## config.mk

```make
export PLATFORM = sky130hd
export DESIGN_NAME = chunked_adder_ctrl
export DESIGN_NICKNAME = d
export VERILOG_FILES = /design/src/rtl/chunked_adder_ctrl.sv
export SDC_FILE = /design/constraint.sdc
export NUM_CORES = 1
export LEC_CHECK = 0
export CORE_ASPECT_RATIO = 0.7
export CORE_MARGIN = 2
export CORE_UTILIZATION = 46
export DETAILED_ROUTE_END_ITERATION = 16
export PLACE_DENSITY = 0.75
export SLEW_MARGIN = 20
export SYNTH_ARGS = -nofsm -noshare
export SYNTH_HDL_FRONTEND = slang
export SYNTH_HIERARCHICAL = 1
export SYNTH_SLANG_ARGS = --single-unit
```

## constraint.sdc

```tcl
create_clock -name clk -period 22.1 [get_ports clk]
set_input_delay 5.525 -clock clk [delete_from_list [all_inputs] [get_ports clk]]
set_output_delay 5.525 -clock clk [all_outputs]
set_load 0.02 [all_outputs]
```

## src/rtl/chunked_adder_ctrl.sv

```systemverilog
// rtl/chunked_adder_ctrl.sv - XLEN-bit add/subtract sequenced over a narrow ripple-carry adder
// Operands are consumed least-significant chunk first, one chunk per clock.

module ripple_carry_adder #(
    parameter int W = 16
) (
    input  logic [W-1:0] a_i,
    input  logic [W-1:0] b_i,
    input  logic         c_i,
    output logic [W-1:0] s_o,
    output logic         c_o
);
    logic [W:0] c;

    always_comb begin
        c    = '0;
        s_o  = '0;
        c[0] = c_i;
        for (int i = 0; i < W; i++) begin
            s_o[i]   = a_i[i] ^ b_i[i] ^ c[i];
            c[i + 1] = (a_i[i] & b_i[i]) | (c[i] & (a_i[i] ^ b_i[i]));
        end
        c_o = c[W];
    end
endmodule

module chunked_adder_ctrl #(
    parameter int XLEN  = 64,
    parameter int CHUNK = 16
) (
    input  logic            clk,
    input  logic            rstn,
    input  logic            in_valid,
    output logic            in_ready,
    input  logic [XLEN-1:0] a,
    input  logic [XLEN-1:0] b,
    input  logic            sub,
    output logic            out_valid,
    input  logic            out_ready,
    output logic [XLEN-1:0] sum,
    output logic            carry_out,
    output logic            overflow
);
    localparam int NCHUNK = XLEN / CHUNK;
    localparam int IDXW   = (NCHUNK > 1) ? $clog2(NCHUNK) : 1;

    typedef enum logic [1:0] {IDLE, RUN, DONE} state_t;

    state_t            state_q, state_d;
    logic [IDXW-1:0]   idx_q, idx_d;
    logic              carry_q, carry_d;
    logic [XLEN-1:0]   a_q, a_d;
    logic [XLEN-1:0]   bop_q, bop_d;
    logic [XLEN-1:0]   sum_q, sum_d;
    logic              cout_q, cout_d;
    logic              ovf_q, ovf_d;

    logic [CHUNK-1:0]  a_chunk, b_chunk, add_s;
    logic              add_co;
    logic              last_chunk;

    always_comb begin
        a_chunk = '0;
        b_chunk = '0;
        for (int i = 0; i < NCHUNK; i++) begin
            if (idx_q == IDXW'(i)) begin
                a_chunk = a_q[i*CHUNK +: CHUNK];
                b_chunk = bop_q[i*CHUNK +: CHUNK];
            end
        end
    end

    ripple_carry_adder #(.W(CHUNK)) u_rca (
        .a_i (a_chunk),
        .b_i (b_chunk),
        .c_i (carry_q),
        .s_o (add_s),
        .c_o (add_co)
    );

    assign last_chunk = (idx_q == IDXW'(NCHUNK - 1));

    always_comb begin
        state_d = state_q;
        idx_d   = idx_q;
        carry_d = carry_q;
        a_d     = a_q;
        bop_d   = bop_q;
        sum_d   = sum_q;
        cout_d  = cout_q;
        ovf_d   = ovf_q;
        case (state_q)
            IDLE: begin
                if (in_valid) begin
                    a_d     = a;
                    bop_d   = sub ? ~b : b;
                    carry_d = sub;
                    idx_d   = '0;
                    state_d = RUN;
                end
            end
            RUN: begin
                for (int i = 0; i < NCHUNK; i++) begin
                    if (idx_q == IDXW'(i)) sum_d[i*CHUNK +: CHUNK] = add_s;
                end
                carry_d = add_co;
                if (last_chunk) begin
                    // Top chunk holds the sign bits, so overflow is judged here.
                    cout_d  = add_co;
                    ovf_d   = (a_q[XLEN-1] == bop_q[XLEN-1]) && (add_s[CHUNK-1] != a_q[XLEN-1]);
                    state_d = DONE;
                end else begin
                    idx_d = idx_q + IDXW'(1);
                end
            end
            DONE: begin
                if (out_ready) state_d = IDLE;
            end
            default: state_d = IDLE;
        endcase
    end

    always_ff @(posedge clk or negedge rstn) begin
        if (!rstn) begin
            state_q <= IDLE;
            idx_q   <= '0;
            carry_q <= 1'b0;
            a_q     <= '0;
            bop_q   <= '0;
            sum_q   <= '0;
            cout_q  <= 1'b0;
            ovf_q   <= 1'b0;
        end else begin
            state_q <= state_d;
            idx_q   <= idx_d;
            carry_q <= carry_d;
            a_q     <= a_d;
            bop_q   <= bop_d;
            sum_q   <= sum_d;
            cout_q  <= cout_d;
            ovf_q   <= ovf_d;
        end
    end

    assign in_ready  = (state_q == IDLE);
    assign out_valid = (state_q == DONE);
    assign sum       = sum_q;
    assign carry_out = cout_q;
    assign overflow  = ovf_q;
endmodule

```

==> results by group, run 1 <==
Outcome
  • Status: finished, final reports clean

Detailed routing
  • DRT iter0 DRCs: 555
  • Drt drc: 0
  • Detailed Routing Iterations Pass 1: 5
  • Vias per inst: 5.38
  • Routed len/inst: 19.2 µm
  • Routed via count: 6569
  • Antenna-violating nets left: 0
  • Routed WL: 23500 µm

CTS
  • Root Driver: clkbuf_16
  • CTS Hold Bufs: 0
  • Post-CTS Setup Inserts: 0
  • Resize count post-CTS: 0
  • TritonCTS clock tree: yes
  • Deepest clock path buffer count: 2
  • Inserted Clock Buffers: 17
  • Clk sinks: 199
  • Clock slew seen by the registers of the worst setup and hold paths: 70 ps
  • H-Tree Depth: 4
  • Clk_lat worst skew: 430 ps

Floorplan
  • Chip Width: 174 µm
  • Starting density of the core: 47.0%
  • Core area: 19800 µm²
  • Die Ht: 123 µm
  • Die area: 21400 µm²
  • Cell Rows: 43
  • Num ports: 201

Place
  • Hpwl dp: 17400 µm
  • Post-place setup slack: 13280 ps
  • Gpl congestion: 0.878
  • Port Buffers: 200

Layout
  • Sequential cell area: 4980 µm²
  • Util after Layout: 60.8%
  • P&R area growth vs syn: 29.5%
  • Multi-input gate area: 3990 µm²
  • Fill cells: 1627
  • Layout cells sized above 1: 13.6%
  • Final nets: 1093
  • ANT cells: 0

Power
  • Combinational Power Share: 54.7%
  • Sw Pwr: 906 µW
  • Seq pwr share: 31.1%
  • P_leak: 0.00483 µW
  • Clock Power Share: 14.2%
  • Pwr/cell area: 180 nW/µm²
  • Pint: 1270 µW
  • Maximum VDD drop: 116 µV
  • Sw Share: 41.7%

Logic synthesis
  • Top cells by area, synth: dfrtp_1 (54%), mux2_2 (9.7%), xnor2_1 (6.0%), mux2_1 (5.9%), a21oi_1 (3.7%)
  • Asr flop ratio synth: 100%
  • Mapped Cells: 767
  • Commonest cells in the netlist: dfrtp_1 (199), mux2_2 (80), a21oi_1 (68), nor2_1 (68), xnor2_1 (64)
  • Synthesized area: 9300 µm²
  • Post-synth EDFFs: 0
  • Yosys top cell by area: dfrtp_1
  • Post-synth cell types: 28
  • #FFs+latches synth: 199
  • Main synth FF type: dfrtp_1
  • Count leader, synth: dfrtp_1
  • Mapped Nets: 920
  • Register area share after synthesis: 53.5%
  • Average size of a mapped cell: 12.1 µm²
  • Ys Warns: 6
  • Yosys top cell area share: 53.5%

Global route
  • Total track usage: 22.8%
  • Largest net degree at the start of global routing: 115
  • Vias in the first global route: 6495
  • Congestion Overflow GR: 0
  • First-pass GRT wire length: 36500 µm
  • Initial antenna violation count: 0

Critical path
  • Critical Path Start Type: flop
  • Worst path max stage delay: 440 ps
  • Critical Path Most Common Cell: fa_1
  • Required time of the critical path: 22370 ps
  • Biggest fanout along the worst timing path: 27
  • Critical path's slowest cell: dfrtp_1
  • WP buf/inv: 6
  • Crit-path leading delay family: adder cells
  • Critical Path AT: 9190 ps
  • Endpoint class of the critical path: flop
  • Kind of critical path: flop to flop

Timing
  • Clock Skew: 13.5 ps
  • Post-route worst setup slack: 13180 ps
  • Post-layout min period: 8920 ps
  • Rel. slew slack: 33.0%
  • RSZ-0062 raised after global routing: false
  • TNS Setup: 0 ps
  • Fin. Hold Viols: 0
  • Final Cycle Share: 40.3%
  • Max-slew violations: 0
  • Final setup fails: 0
  • Fmax achieved: 0.112 GHz
  • Slew @ Worst Pin: 1000 ps

Min path
  • HP Class: flop to flop

Run
  • Max Cap Viol: 0
[worst paths after layout]
check                                     start                    end  slack (ps)  cells past startpoint
max in group asynchronous                  rstn  bop_q[28]$_DFFE_PN0P_       15610                      2
max reg2reg                idx_q[1]$_DFFE_PN0P_   overflow$_DFFE_PN0P_       13180                     29
min                         a_q[52]$_DFFE_PN0P_    a_q[52]$_DFFE_PN0P_         490                      1
max                        idx_q[1]$_DFFE_PN0P_   overflow$_DFFE_PN0P_       13180                     29
min reg2reg                 a_q[52]$_DFFE_PN0P_    a_q[52]$_DFFE_PN0P_         490                      1
min in group asynchronous                  rstn    sum[18]$_DFFE_PN0P_        5210                      1
[layout by cell type (no fill, tap or decap), types with 3 or more instances in the layout]
cell type        instances
dfrtp_1                199
clkdlybuf4s50_1        198
mux2_2                  80
a21oi_1                 68
nor2_1                  68
xnor2_1                 64
mux2_1                  49
nand2_1                 35
a221oi_1                31
nor2b_1                 31
o31ai_1                 31
clkbuf_16               17
fa_1                    16
inv_1                   15
buf_4                    8
o21ai_0                  5
a22o_1                   4
clkinv_2                 4
nand2_4                  3
clkbuf_8                 3
clkinv_4                 3
[layout make-up]
class | instances | area share, %
Timing Repair Buffer | 209 | 17.4
Inverter | 15 | 0.468
Clock inverter | 11 | 1.03
Multi-Input combinational cell | 498 | 33.2
Tap cell | 270 | 2.81
Clock buffer | 20 | 3.79
Sequential cell | 199 | 41.4
[cell families after synthesis]
family	Yosys count	share of synthesized area, %
AO/OA/AOI/OAI	140	9.81
XOR/XNOR	64	6.03
adder cells (fa/ha/maj)	20	3.98
buffers and inverters	70	3.67
flip-flops	199	53.5
multiplexers	130	15.7
AND/OR/NAND/NOR	144	7.25
[power groups by stage]
stage | registers, µW | clock network [µW] | logic [µW]
2_1_floorplan | 714 | 0 | 667
3_3_place_gp | 677 | 0 | 1150
3_5_place_dp | 680 | 0 | 1180
4_1_cts | 676 | 313 | 1190
5_1_grt | 697 | 327 | 1290
6_report | 676 | 309 | 1190
[flip-flops by register name, indices dropped and copies added (netlist names)]
signal     count
bop_q         64
a_q           64
sum           64
carry_out      1
overflow       1
idx_q          2
carry_q        1
state_q        2
[per-stage QoR]
step | instances | total power, µW | area [µm²] | hold slack, ps
floorplan | 767 | 1380 | 9300 | 458
detailed placement | 1190 | 1860 | 11400 | 476
CTS | 1221 | 2180 | 12000 | 493
global placement | 1190 | 1820 | 11400 | 468
global route | 1222 | 2320 | 12000 | 507
finish | 1222 | 2170 | 12000 | 491
[per-layer routing]
layer / wire [µm] / vias to the layer above / part of all wire [%] / GRT usage, %
met1: 11100 / 3262 / 47 / 33.8
met2: 9930 / 264 / 42 / 33.0
met4: 486 / 0 / 2.1 / 7.62
li1: - / 3008 / - / -
met3: 1940 / 35 / 8.3 / 5.57
met5: 0 / - / 0 / 0
Note: power is estimated with default switching activity, not from simulation.
==> run 2: changes to the inputs <==
--- a/config.mk
+++ b/config.mk
@@ -9,7 +9,7 @@
 export CORE_MARGIN = 2
 export CORE_UTILIZATION = 46
 export DETAILED_ROUTE_END_ITERATION = 16
-export PLACE_DENSITY = 0.75
+export PLACE_DENSITY = 0.78
 export SLEW_MARGIN = 20
 export SYNTH_ARGS = -nofsm -noshare
 export SYNTH_HDL_FRONTEND = slang
==> constraint.sdc (replaced) <==
create_clock -name clk -period 7.5 [get_ports clk]
set_input_delay 1.875 -clock clk [delete_from_list [all_inputs] [get_ports clk]]
set_output_delay 1.875 -clock clk [all_outputs]
set_load 0.02 [all_outputs]
==> results by group, run 2 (synthesized netlist as in run 1, its figures left out) <==
Outcome
  • Status: finished, final reports clean

Critical path
  • Required time of the critical path: 7780 ps (-14590 ps)
  • Endpoint class of the critical path: flop
  • WP buf/inv: 5 (-1)
  • Crit Reg-Reg Startpoint: idx_q[0]$_DFFE_PN0P_
  • Critical Path Most Common Cell: fa_2
  • Depth of the worst register-to-register path: 27 (-6.9%)
  • Critical Path Start Type: flop
  • Register-to-register setup slack: 70 ps (-13110 ps)
  • Reg-to-Reg End: overflow$_DFFE_PN0P_
  • Kind of critical path: flop to flop
  • Biggest fanout along the worst timing path: 6 (-78%)
  • Critical Path AT: 7710 ps (-1480 ps)
  • Critical path's slowest cell: dfrtp_2
  • Worst path max stage delay: 430 ps (about the same)
  • Crit-path leading delay family: adder cells

Timing
  • Post-layout min period: 7430 ps (-1490 ps)
  • Final setup fails: 0 (unchanged)
  • RSZ-0062 raised after global routing: true
  • Fin. Hold Viols: 0 (unchanged)
  • Max-slew violations: 0 (unchanged)
  • Fmax achieved: 0.135 GHz (+20%)
  • Post-route worst setup slack: 73.8 ps (-13110 ps)
  • Final Cycle Share: 99.0% (+59 points)
  • Clock Skew: 11.1 ps (-2.37 ps)
  • Rel. slew slack: 33.7% (+0.70 points)
  • Slew @ Worst Pin: 995 ps (-7.47 ps)

Floorplan
  • Core area: 19800 µm² (unchanged)
  • Die Ht: 123 µm (unchanged)
  • Starting density of the core: 47.0% (unchanged)
  • Cell Rows: 43 (unchanged)
  • Num ports: 201 (unchanged)
  • Die area: 21400 µm² (unchanged)
  • Chip Width: 174 µm (unchanged)

CTS
  • Clock slew seen by the registers of the worst setup and hold paths: 70 ps (about the same)
  • Deepest clock path buffer count: 2 (unchanged)
  • Clk sinks: 199 (unchanged)
  • Root Driver: clkbuf_16
  • Inserted Clock Buffers: 17 (unchanged)
  • CTS Hold Bufs: 0 (unchanged)
  • H-Tree Depth: 4 (unchanged)
  • TritonCTS clock tree: yes
  • Clk_lat worst skew: 440 ps (about the same)

Power
  • P_leak: 0.00488 µW (+1.0%)
  • Pwr/cell area: 542 nW/µm² (+200%)
  • Total power: 6640 µW (+210%)
  • Maximum VDD drop: 280 µV (+140%)

Layout
  • Final nets: 1104 (+1.0%)
  • Most frequent cells in the layout: dfrtp_1 (198), clkdlybuf4s50_1 (198), mux2_2 (80)
  • Util after Layout: 61.8% (+1.0 points)
  • P&R area growth vs syn: 31.7%
  • ANT cells: 0 (unchanged)
  • Layout cells sized above 1: 17.5% (+4.0 points)

Detailed routing
  • Antenna-violating nets left: 0 (unchanged)
  • Routed WL: 23700 µm (+1.2%)
  • Detailed Routing Iterations Pass 1: 5 (unchanged)
  • Vias per inst: 5.36 (-0.20%)
  • DRT iter0 DRCs: 675 (+22%)
  • Routed via count: 6620 (+0.78%)
  • Drt drc: 0 (unchanged)
  • Routed len/inst: 19.2 µm (+0.21%)

Global route
  • Congestion Overflow GR: 0 (unchanged)
  • First-pass GRT wire length: 37100 µm (+1.6%)
  • Largest net degree at the start of global routing: 194 (+69%)
  • Vias in the first global route: 6516 (+0.32%)
  • Total track usage: 23.1% (+0.31 points)
  • Initial antenna violation count: 0 (unchanged)

Place
  • Post-place setup slack: -205 ps (-13490 ps)
  • Gpl congestion: 0.885 (+0.76%)
  • Port Buffers: 200 (unchanged)
  • Hpwl dp: 17300 µm (-0.63%)

Min path
  • HP Class: flop to flop
  • Hold Path Stages: 1 (unchanged)
  • Hold path startpoint: a_q[61]$_DFFE_PN0P_
  • Worst hold endpoint: a_q[61]$_DFFE_PN0P_

Run
  • Max Cap Viol: 0 (unchanged)
## run 2: layout make-up
cell class,count,area [µm²]
timing repair buffer,220,2170
fill,1563,7550
clock buffer,17,425
inverter,15,56.3
multi-input combinational,498,4090
sequential,199,4980
tap,270,338
clock inverter,15,189
## run 2: power by group
| group | leakage [µW] | switching (µW) | internal (µW) |
|---|---|---|---|
| logic | 0.00228 | 1940 | 1750 |
| registers | 0.00230 | 361 | 1640 |
| clock network | 0.000298 | 442 | 507 |
| total | 0.00488 | 2740 | 3900 |
## run 2: worst max-delay path by stage
| stage | from | cells past startpoint | end |
|---|---|---|---|
| after floorplan | idx_q[1]$_DFFE_PN0P_ | 30 | overflow$_DFFE_PN0P_ |
| after global placement | idx_q[1]$_DFFE_PN0P_ | 28 | overflow$_DFFE_PN0P_ |
| after detailed placement | idx_q[1]$_DFFE_PN0P_ | 28 | overflow$_DFFE_PN0P_ |
| after CTS | idx_q[1]$_DFFE_PN0P_ | 28 | overflow$_DFFE_PN0P_ |
| after global routing | idx_q[0]$_DFFE_PN0P_ | 28 | overflow$_DFFE_PN0P_ |
| final | idx_q[0]$_DFFE_PN0P_ | 27 | overflow$_DFFE_PN0P_ |
## run 2: routing by layer
| layer | vias up | track usage, % | share of wire [%] |
|---|---|---|---|
| li1 | 3037 | - | - |
| met1 | 3308 | 34.9 | 49 |
| met2 | 257 | 33.4 | 43 |
| met3 | 18 | 6.00 | 7.1 |
| met4 | 0 | 5.41 | 1.1 |
| met5 | - | 0 | 0 |
## run 2: metrics by stage
step | area (µm²) | instances | hold slack (ps) | TNS, ps
floorplan | 9360 | 767 | 458 | 0
finish | 12200 | 1234 | 489 | 0
global placement | 11600 | 1201 | 466 | -38.9
CTS | 12200 | 1233 | 494 | -100
detailed placement | 11600 | 1201 | 478 | -252
global route | 12200 | 1234 | 511 | -70.6
## run 2: worst register-to-register path: cells and delay by family (launching register included)
kind                       cells  cell delay, ps
and+or+nand+nor                1             180
AOI/OAI and AO/OA              4             570
buffers and inverters          5             370
DFF                            1             430
adders and majority gates     17            5750
## run 2: timing repair
item / in CTS / in global routing
pin swaps: 3 / 3
resized for setup: 5 / 12
endpoints found under the setup margin: 5 / 5
setup buffers: 0 / 1
==> run 3: changes to the inputs <==
--- a/config.mk
+++ b/config.mk
@@ -10,8 +10,7 @@
 export CORE_UTILIZATION = 46
 export DETAILED_ROUTE_END_ITERATION = 16
 export PLACE_DENSITY = 0.78
-export SLEW_MARGIN = 20
+export SLEW_MARGIN = 40
 export SYNTH_ARGS = -nofsm -noshare
 export SYNTH_HDL_FRONTEND = slang
-export SYNTH_HIERARCHICAL = 1
 export SYNTH_SLANG_ARGS = --single-unit
==> results by group, run 3 <==
Outcome
  • Status: finished, final reports clean

Timing
  • Rel. slew slack: 46.9% (+13 points)
  • Fin. Hold Viols: 0 (unchanged)
  • Clock Skew: 11.7 ps (+0.555 ps)
  • Final hold slack: 482 ps (-7.17 ps)
  • RSZ-0062 raised after global routing: true
  • Fmax achieved: 0.135 GHz (+0.57%)
  • Slew @ Worst Pin: 796 ps (-199 ps)
  • Post-layout min period: 7380 ps (-41.8 ps)
  • Final Cycle Share: 98.5% (-0.56 points)
  • Final setup fails: 0 (unchanged)
  • Max-slew violations: 0 (unchanged)

CTS
  • CTS Hold Bufs: 0 (unchanged)
  • Clk sinks: 199 (unchanged)
  • Deepest clock path buffer count: 2 (unchanged)
  • Root Driver: clkbuf_16
  • Clock slew seen by the registers of the worst setup and hold paths: 70 ps (about the same)
  • TritonCTS clock tree: yes
  • Clk_lat worst skew: 440 ps (about the same)
  • Inserted Clock Buffers: 17 (unchanged)
  • H-Tree Depth: 4 (unchanged)

Floorplan
  • Die area: 21800 µm² (+1.9%)
  • Chip Width: 176 µm (+0.95%)
  • Cell Rows: 43 (unchanged)
  • Num ports: 201 (unchanged)
  • Die Ht: 124 µm (+0.94%)
  • Starting density of the core: 47.4% (+0.40 points)
  • Core area: 20000 µm² (+1.1%)

Layout
  • Final nets: 1234 (+12%)
  • ANT cells: 0 (unchanged)
  • Most frequent cells in the layout: dfrtp_1 (199), clkdlybuf4s50_1 (198), nand2_1 (122)
  • P&R area growth vs syn: 29.5%
  • Final Cell Area: 12300 µm² (+0.28%)
  • Fill cells: 1644 (+5.2%)
  • Multi-input gate area: 4040 µm² (-1.3%)
  • Layout cells sized above 1: 16.5% (-0.99 points)
  • Most common cell after layout, fill and taps aside: dfrtp_1
  • Sequential cell area: 4980 µm² (about the same)

Place
  • Placed inst area: 11600 µm² (+0.23%)
  • Port Buffers: 200 (unchanged)
  • Hpwl dp: 17700 µm (+2.3%)
  • Gpl congestion: 0.842 (-4.8%)

Critical path
  • Register-to-register setup slack: 120 ps (+40 ps)
  • Kind of critical path: flop to flop
  • Critical Path AT: 7700 ps (about the same)
  • Critical Path Start Type: flop
  • Depth of the worst register-to-register path: 26 (-3.7%)
  • Reg-to-Reg End: sum[47]$_DFFE_PN0P_
  • Crit Reg-Reg Startpoint: idx_q[0]$_DFFE_PN0P_
  • Endpoint class of the critical path: flop
  • Required time of the critical path: 7820 ps (+40 ps)
  • Biggest fanout along the worst timing path: 5 (-1)

Logic synthesis
  • Commonest cells in the netlist: dfrtp_1 (199), nand2_1 (123), o21ai_0 (121), a21oi_1 (77), mux2_2 (57)
  • Post-synth EDFFs: 0 (unchanged)
  • Count leader, synth: dfrtp_1
  • Synthesized area: 9480 µm² (+2.0%)
  • Yosys top cell area share: 52.5% (-1.0 points)
  • Average size of a mapped cell: 10.4 µm² (-14%)
  • Mapped Cells: 909 (+19%)
  • Yosys top cell by area: dfrtp_1
  • Post-synth cell types: 29 (+3.6%)
  • Main synth FF type: dfrtp_1
  • Top cells by area, synth: dfrtp_1 (53%), mux2_2 (6.8%), o21ai_0 (6.4%), nand2_1 (4.9%), xnor2_1 (4.4%)
  • Asr flop ratio synth: 100% (unchanged)
  • Mapped Nets: 1062 (+15%)
  • Register area share after synthesis: 52.5% (-1.0 points)
  • Ys Warns: 0 (-6)
  • #FFs+latches synth: 199 (unchanged)

Global route
  • Total track usage: 22.6% (-0.49 points)
  • First-pass GRT wire length: 37100 µm (about the same)
  • Congestion Overflow GR: 0 (unchanged)
  • Vias in the first global route: 6811 (+4.5%)
  • Initial antenna violation count: 0 (unchanged)
  • Largest net degree at the start of global routing: 103 (-47%)

Power
  • Pint: 3610 µW (-7.4%)
  • Combinational Power Share: 55.6% (about the same)
  • Maximum VDD drop: 367 µV (+31%)
  • P_leak: 0.00503 µW (+3.1%)
  • Seq pwr share: 30.4% (+0.2 points)
  • Pwr/cell area: 518 nW/µm² (-4.4%)
  • Sw Share: 43.3% (+2.0 points)
  • Clock Power Share: 13.9% (-0.4 points)
  • Sw Pwr: 2750 µW (+0.49%)

Min path
  • Hold path startpoint: sum[56]$_DFFE_PN0P_
  • Hold Path Stages: 2 (+1)
  • Worst hold endpoint: sum[56]$_DFFE_PN0P_
  • HP Class: flop to flop

Detailed routing
  • DRT iter0 DRCs: 519 (-23%)
  • Detailed Routing Iterations Pass 1: 5 (unchanged)
  • Antenna-violating nets left: 0 (unchanged)
  • Vias per inst: 5.17 (-3.6%)
  • Drt drc: 0 (unchanged)
  • Routed WL: 23800 µm (+0.28%)
  • Routed len/inst: 17.5 µm (-9.3%)
  • Routed via count: 7055 (+6.6%)

Run
  • Max Cap Viol: 0 (unchanged)
==> run 3: power groups by stage <==
stage / registers, µW / logic, µW / clock network [µW]
4_1_cts: 1930 / 3500 / 907
6_report: 1940 / 3540 / 887
5_1_grt: 1990 / 3880 / 955
3_5_place_dp: 1940 / 3440 / 0
2_1_floorplan: 2030 / 2010 / 0
3_3_place_gp: 1920 / 3350 / 0
==> run 3: cell families after synthesis <==
| logic type | count (synthesis) | share of synthesized area [%] |
|---|---|---|
| DFF | 199 | 52.5 |
| and+or+nand+nor | 184 | 7.65 |
| xor gates and xnor gates | 64 | 5.91 |
| buffers and inverters | 110 | 6.21 |
| AOI/OAI and AO/OA | 275 | 17.0 |
| muxes | 57 | 6.77 |
| adders and majority gates | 20 | 3.91 |
==> run 3: routing by layer <==
metal / wire (µm) / track usage, % / part of all wire [%]
met5: 0 / 0 / 0
met4: 274 / 6.40 / 1.2
met3: 1460 / 4.64 / 6.1
met2: 10300 / 33.9 / 43
met1: 11800 / 33.5 / 49
==> run 3: worst max-delay path: stages, from the launching register on <==
cell and delay [ps]:
dfrtp_1 440, inv_2 120, ha_4 160, nand2_2 70
o21ai_4 130, a22oi_2 80, fa_2 400, fa_2 350
fa_2 350, fa_2 360, fa_2 350, fa_2 380
fa_2 360, fa_2 390, fa_2 340, fa_2 340
fa_2 340, fa_2 360, fa_2 390, inv_2 70
fa_1 160, inv_1 60, fa_2 380, inv_2 60
fa_1 420, buf_6 140, mux2_2 250
==> run 3: worst max-delay path by stage <==
stage,startpoint,end,slack [ps]
finish,idx_q[0]$_DFFE_PN0P_,sum[47]$_DFFE_PN0P_,120
global route,idx_q[0]$_DFFE_PN0P_,sum[63]$_DFFE_PN0P_,-50
CTS,idx_q[0]$_DFFE_PN0P_,sum[47]$_DFFE_PN0P_,20
detailed placement,idx_q[0]$_DFFE_PN0P_,sum[15]$_DFFE_PN0P_,-60
global placement,idx_q[0]$_DFFE_PN0P_,sum[47]$_DFFE_PN0P_,30
floorplan,idx_q[0]$_DFFE_PN0P_,overflow$_DFFE_PN0P_,30
==> run 3: layout make-up <==
| type | instances | share of cell area (%) |
|---|---|---|
| repair buffers | 223 | 18.0 |
| clock inverters | 15 | 1.18 |
| inverters | 40 | 1.22 |
| clock buffers | 17 | 3.46 |
| multi-input cells | 600 | 32.9 |
| flip-flops and latches | 199 | 40.6 |
| well taps | 270 | 2.75 |
==> run 3: timing repair <==
action | in CTS | in global routing
endpoints found under the setup margin | 5 | 5
buffers inserted | 2 | 0
gates resized for setup | 15 | 10
pin swaps | 3 | 2
==> run 3: stage by stage <==
stage / util (%) / total power (µW) / worst slack, ps / TNS, ps / instances
2_1_floorplan: - / 4030 / 26.1 / 0 / 909
3_3_place_gp: 57.8 / 5280 / 28.5 / 0 / 1328
3_5_place_dp: 57.9 / 5380 / -58.0 / -216 / 1330
4_1_cts: 61.2 / 6330 / 20.7 / 0 / 1364
5_1_grt: 61.4 / 6820 / -50.7 / -192 / 1364
6_report: 61.4 / 6360 / 116 / 0 / 1364
